**src/rtl/rr_mux_arbiter_if.sv**
```systemverilog
// Bundle of the requester-bank signals and the arbitrated output channel.
// master drives requests and data; slave is the arbiter side.
interface rr_mux_arbiter_if #(
    parameter int N     = 16,
    parameter int SEL_W = 4
);
    logic [N-1:0]     req;
    logic [N-1:0]     data_in;
    logic [N-1:0]     grant;
    logic [SEL_W-1:0] sel;
    logic             valid;
    logic             out;
    logic [7:0]       hold_cnt;

    modport master (
        output req, data_in,
        input  grant, sel, valid, out, hold_cnt
    );

    modport slave (
        input  req, data_in,
        output grant, sel, valid, out, hold_cnt
    );
endinterface

```
**src/rtl/rr_mux_arbiter.sv**
```systemverilog
// Round-robin arbiter with bounded tenure.
// It drives the select of an internal 16:1 single-bit data mux.
module rr_mux_arbiter #(
    parameter int N        = 16,
    parameter int SEL_W    = 4,
    parameter int HOLD_MAX = 8
) (
    input  logic             clk,
    input  logic             rst,
    rr_mux_arbiter_if.slave  bus
);
    localparam logic [0:0] IDLE  = 1'b0;
    localparam logic [0:0] GRANT = 1'b1;
    localparam logic [7:0] HOLD_LIM = 8'(HOLD_MAX);

    logic [0:0]       state_reg, state_next;
    logic [N-1:0]     grant_reg, grant_next;
    logic [SEL_W-1:0] sel_reg, sel_next;
    logic [SEL_W-1:0] ptr_reg, ptr_next;
    logic             valid_reg, valid_next;
    logic [7:0]       hold_reg, hold_next;

    logic [SEL_W-1:0] base;
    logic [2*N-1:0]   req_dbl;
    logic [N-1:0]     req_rot;
    logic [N-1:0]     win_onehot;
    logic [SEL_W-1:0] win_off;
    logic [SEL_W-1:0] winner;
    logic             found;
    logic             owner_req;

    // A releasing owner re-arbitrates from owner+1, which is also the new pointer.
    assign base    = (state_reg == GRANT) ? sel_reg + SEL_W'(1) : ptr_reg;
    assign req_dbl = {bus.req, bus.req};
    assign req_rot = req_dbl[base +: N];

    always_comb begin
        found   = 1'b0;
        win_off = '0;
        for (int k = N - 1; k >= 0; k--) begin
            if (req_rot[k]) begin
                found   = 1'b1;
                win_off = SEL_W'(k);
            end
        end
    end

    // N is a power of two, so the select-width add wraps 15 -> 0 for free.
    assign winner = base + win_off;

    generate
        for (genvar gi = 0; gi < N; gi++) begin : g_onehot
            assign win_onehot[gi] = (winner == SEL_W'(gi));
        end
    endgenerate

    assign owner_req = bus.req[sel_reg];

    always_comb begin
        state_next = state_reg;
        grant_next = grant_reg;
        sel_next   = sel_reg;
        ptr_next   = ptr_reg;
        valid_next = valid_reg;
        hold_next  = hold_reg;
        case (state_reg)
            IDLE: begin
                if (found) begin
                    state_next = GRANT;
                    grant_next = win_onehot;
                    sel_next   = winner;
                    valid_next = 1'b1;
                    hold_next  = 8'd1;
                end else begin
                    grant_next = '0;
                    sel_next   = '0;
                    valid_next = 1'b0;
                    hold_next  = 8'd0;
                end
            end
            default: begin
                if (owner_req && (hold_reg < HOLD_LIM)) begin
                    hold_next = hold_reg + 8'd1;
                end else begin
                    ptr_next = sel_reg + SEL_W'(1);
                    if (found) begin
                        grant_next = win_onehot;
                        sel_next   = winner;
                        hold_next  = 8'd1;
                    end else begin
                        state_next = IDLE;
                        grant_next = '0;
                        sel_next   = '0;
                        valid_next = 1'b0;
                        hold_next  = 8'd0;
                    end
                end
            end
        endcase
    end

    always_ff @(posedge clk) begin
        if (rst) begin
            state_reg <= IDLE;
            grant_reg <= '0;
            sel_reg   <= '0;
            ptr_reg   <= '0;
            valid_reg <= 1'b0;
            hold_reg  <= 8'd0;
        end else begin
            state_reg <= state_next;
            grant_reg <= grant_next;
            sel_reg   <= sel_next;
            ptr_reg   <= ptr_next;
            valid_reg <= valid_next;
            hold_reg  <= hold_next;
        end
    end

    assign bus.grant    = grant_reg;
    assign bus.sel      = sel_reg;
    assign bus.valid    = valid_reg;
    assign bus.hold_cnt = hold_reg;
    assign bus.out      = valid_reg & bus.data_in[sel_reg];
endmodule

```
**src/flat_wrapper.sv**
```systemverilog
// flat-port wrapper written by rule: the top's interface ports become plain ports
module rr_mux_arbiter_flat 
#(
    parameter int N        = 16,
    parameter int SEL_W    = 4,
    parameter int HOLD_MAX = 8
)
  (clk, rst, bus_req, bus_data_in, bus_grant, bus_sel, bus_valid, bus_out, bus_hold_cnt);
  rr_mux_arbiter_if #(.N(N), .SEL_W(SEL_W)) bus_i ();
  input  logic clk;
  input  logic rst;
  input wire logic [$bits(bus_i.req)-1:0] bus_req;
  input wire logic [$bits(bus_i.data_in)-1:0] bus_data_in;
  output wire logic [$bits(bus_i.grant)-1:0] bus_grant;
  output wire logic [$bits(bus_i.sel)-1:0] bus_sel;
  output wire logic [$bits(bus_i.valid)-1:0] bus_valid;
  output wire logic [$bits(bus_i.out)-1:0] bus_out;
  output wire logic [$bits(bus_i.hold_cnt)-1:0] bus_hold_cnt;
  assign bus_i.req = bus_req;
  assign bus_i.data_in = bus_data_in;
  assign bus_grant = bus_i.grant;
  assign bus_sel = bus_i.sel;
  assign bus_valid = bus_i.valid;
  assign bus_out = bus_i.out;
  assign bus_hold_cnt = bus_i.hold_cnt;
  rr_mux_arbiter #(.N(N), .SEL_W(SEL_W), .HOLD_MAX(HOLD_MAX)) u_core (.clk(clk), .rst(rst), .bus(bus_i));
endmodule
```
**config.mk**
```make
export PLATFORM = sky130hd
export DESIGN_NAME = rr_mux_arbiter_flat
export DESIGN_NICKNAME = d
export VERILOG_FILES = /design/src/rtl/rr_mux_arbiter_if.sv /design/src/rtl/rr_mux_arbiter.sv /design/src/flat_wrapper.sv
export SDC_FILE = /design/constraint.sdc
export NUM_CORES = 1
export LEC_CHECK = 0
export ABC_CLOCK_PERIOD_IN_PS = 9350
export BUFFER_PORTS_ARGS = -buffer_cell sky130_fd_sc_hd__buf_2
export CAP_MARGIN = 0
export CORE_MARGIN = 4
export CORE_UTILIZATION = 55
export DETAILED_ROUTE_END_ITERATION = 16
export GPL_TIMING_DRIVEN = 1
export PLACE_DENSITY = 0.86
export SKIP_LAST_GASP = 1
export SLEW_MARGIN = 10
export SYNTH_ARGS = -nofsm -noshare
export SYNTH_HDL_FRONTEND = slang
export SYNTH_SLANG_ARGS = --single-unit
```
**constraint.sdc**
```tcl
create_clock -name clk -period 9.35 [get_ports clk]
set_clock_uncertainty 0.15 [all_clocks]
set_input_delay 0 -clock clk [delete_from_list [all_inputs] [get_ports clk]]
set_output_delay 0 -clock clk [all_outputs]
set_load 0.03 [all_outputs]
```
==> results.json <==
{
  "run_status": "finished, final reports clean",
  "timing.reg2reg.setup_slack_ns": 3.20,
  "worst_r2r_endpoint": "u_core.bus.grant[7]",
  "diodes": 0,
  "cts.reportedPaths.clkPinSlew_ns": 0.06,
  "cp_cell_sequence": "ha_1 -> xor2_1 -> a21oi_1 -> inv_2 -> mux2i_1 -> mux2i_1 -> a2111oi_0 -> o32ai_1 -> o211ai_1 -> a31oi_1 -> o21ai_1 -> ha_1 -> a21o_1 -> a21oi_1 -> xnor2_1 -> nand2_1 -> o22ai_1 -> a22o_1",
  "worst-endpoint-arrival_ns": 6.23,
  "pin_count_of_the_biggest_net_entering_global_routing": 27,
  "proportion_of_power_drawn_by_combinational_gates_pct": 67.0,
  "sink_count_of_the_clock_tree": 34,
  "timing_max_transition_violations_final": 0,
  "ctsLongestPathBuffers": 2,
  "post_cts_hold_buffer_count": 1,
  "htree_num_levels": 2,
  "number_of_global_route_vias_before_repair": 3077,
  "die_width_um": 83.2,
  "detailedRoute.firstIterationViolations": 341,
  "power.internal_uw": 475,
  "holdCritPathClass": "reg -> reg",
  "proportion_of_power_drawn_by_flip_flops_and_latches_pct": 21.3,
  "syn_to_layout_area_delta_pct": 13.8,
  "synth.distinct_cells": 59,
  "ctsResizeCount": 0,
  "ys_seq_elements": 34,
  "critical_path.endpoint_type": "register",
  "critical_path.slowest_cell": "a21oi_1",
  "wl_per_cell_um": 18.8,
  "net_switching_power_uw": 467,
  "sort_of_element_at_the_start_of_the_critical_path": "register",
  "critical_path.n_buffers_inverters": 1,
  "synth-seq-area-share_pct": 21.9,
  "root_buffer": "clkbuf_8",
  "worstSetupPathDepth": 18,
  "place_hpwl_um": 6500,
  "launch_point_of_the_worst_reg_to_reg_path": "u_core.bus.sel[0]",
  "post_route_cells_drive_above_1_share_pct": 28.8,
  "final_hold_viol_count": 0,
  "dr_total_vias": 3123,
  "ys_top_cells_by_area": "dfxtp_1 22%, mux2i_1 14%, mux4_2 12%",
  "slew_at_the_pin_closest_to_its_max_slew_limit_ns": 1.16,
  "overall_track_demand_over_capacity_in_global_routing_pct": 24.7,
  "route.met3.wl_um": 557,
  "io_buf_count": 63,
  "largest_register_ff_count": 16,
  "rsz0062_at_grt": "false",
  "layout.cells.most_common_list": "63 x buf_2, 43 x mux2i_1, 34 x dfxtp_1",
  "netlist_instances": 338,
  "synth.top_cell.area_share_pct": 21.9,
  "syn_area_per_cell_um2": 9.20,
  "avgViaCountPerCell": 6.72,
  "critPathLaunch": "u_core.bus.sel[0]",
  "power.ir.vdd_worst_mv": 0.252,
  "grt_overflow": 0,
  "route.top_layer_used": "met4",
  "finalCritPeriodShare_pct": 65.8,
  "mappedNetlistArea_mm2": 0.00311,
  "power_switching_share_pct": 49.5,
  "drt.antenna.violating_nets": 0,
  "drt-met1-wl_um": 3500,
  "met2RoutedLength_um": 4410,
  "antenna_violations_before_repair": 0,
  "cts_setup_buffers": 0,
  "worst_setup_path_endpoint": "u_core.bus.grant[7]",
  "slew_headroom_pct": 23.0,
  "final.min_clock_period_ns": 6.15,
  "power_density_over_cell_area_mw_per_mm2": 266,
  "core_area_mm2": 0.00551,
  "design.die.area_mm2": 0.00692,
  "drcViolationCount": 0,
  "power_frac_clock_pct": 11.7,
  "cts_tree": "yes",
  "cap_violations": 0,
  "nets": 432,
  "floorplan.rows": 27,
  "global_route_wire_length_before_repair_um": 14500,
  "place_congestion": 0.929,
  "timing.reg2reg.worst_path_depth": 18,
  "cts_made_buffers": 5,
  "insertion_delay_ns": 0.29,
  "dominantRegCellSynth": "dfxtp_1",
  "final_setup_violations": 0,
  "chipHeight_um": 83.2,
  "critical_path.top_delay_family": "compound AO/OA/AOI/OAI gates",
  "layout.cells.most_common": "buf_2",
  "worst-setup-path-type": "reg -> reg",
  "start_util_pct": 56.5,
  "p_leak_uw": 0.00154,
  "utilization_pct": 64.3,
  "yosysWarningCount": 0,
  "max_freq_mhz": 163,
  "detail_route.first_pass.iterations": 5,
  "floorplan.io_pins": 64,
  "worstPathRequired_ns": 9.43,
  "yosysTopAreaCell": "dfxtp_1",
  "fraction_of_registers_with_async_set_reset_pct": 0,
  "number_of_enable_type_register_cells_in_the_synthesized_netlist": 0,
  "cp_max_fo": 20,
  "totalNegativeSetupSlack_ns": 0,
  "drt-total-wl_um": 8760,
  "peak_per_stage_delay_on_the_critical_path_ns": 0.93
}
## through the flow
| step | setup slack [ns] | instance area (um^2) | total power, uW | hold slack, ns | cells |
|---|---|---|---|---|---|
| 5_1_grt | 2.58 | 3540 | 1000 | 0.342 | 465 |
| 2_1_floorplan | 4.86 | 3120 | 683 | 0.0525 | 341 |
| 3_3_place_gp | 3.67 | 3440 | 798 | 0.184 | 456 |
| 6_report | 3.20 | 3540 | 942 | 0.319 | 465 |
| 4_1_cts | 3.21 | 3540 | 928 | 0.318 | 465 |
| 3_5_place_dp | 3.25 | 3440 | 813 | 0.187 | 456 |
## kinds of logic (layout without fill, tap and decap cells)
logic type	Yosys count	count (layout)	share of synthesized area [%]
buffers and inverters	34	86	4.75
adders and majority gates	6	6	2.66
xor gates and xnor gates	9	9	2.54
other	1	4	0.121
AOI/OAI and AO/OA	89	89	22.7
muxes	70	70	30.1
DFF	34	34	21.9
and+or+nand+nor	95	95	15.3
## cell type report
type	count	area, um^2
Multi-Input combinational cell	273	2300
Fill cell	466	1970
Timing Repair Buffer	65	333
Tap cell	72	90.1
Clock buffer	7	86.3
Inverter	13	48.8
Clock inverter	1	5.00
Sequential cell	34	681
## power by group through the flow
stage	clock [uW]	combinational, uW	sequential [uW]
final	111	631	201
after detailed placement	0	609	204
after global routing	119	680	205
after global placement	0	596	202
after CTS	111	615	201
after floorplan	0	463	220
## worst reg2reg max path: stages (launching register included)
cell and delay (ns):
dfxtp_1 0.75, ha_1 0.32, xor2_1 0.10, a21oi_1 0.93, inv_2 0.49, mux2i_1 0.37
mux2i_1 0.20, a2111oi_0 0.59, o32ai_1 0.15, o211ai_1 0.18, a31oi_1 0.07, o21ai_1 0.24
ha_1 0.23, a21o_1 0.13, a21oi_1 0.09, xnor2_1 0.44, nand2_1 0.11, o22ai_1 0.37
a22o_1 0.20
## per-layer routing
metal | vias up | global-route usage, %
met4 | 0 | 11.4
met1 | 1525 | 30.0
met3 | 30 | 2.18
met2 | 157 | 44.0
met5 | - | 0
li1 | 1411 | -
## Yosys cell counts, drive strengths merged (6+ instances only)
| cell type | n |
|---|---|
| a2111oi | 6 |
| a211oi | 14 |
| a21oi | 11 |
| a22o | 9 |
| a32o | 8 |
| and3 | 7 |
| buf | 11 |
| clkbuf | 10 |
| dfxtp | 34 |
| inv | 13 |
| mux2 | 9 |
| mux2i | 44 |
| mux4 | 17 |
| nand2 | 28 |
| nand2b | 8 |
| nand3 | 7 |
| nor2 | 26 |
| o21ai | 8 |
| o22ai | 6 |
| xnor2 | 6 |
## worst min path at each step
stage,start,end,cells after the start
after floorplan,rst,u_core.state_reg,2
after global placement,rst,u_core.ptr_reg[0],2
after detailed placement,rst,u_core.bus.sel[1],2
after CTS,u_core.bus.valid,u_core.bus.valid,2
after global routing,u_core.bus.grant[10],u_core.bus.grant[10],1
final,u_core.bus.valid,u_core.bus.valid,2
Note: power is estimated with default switching activity, not from simulation.
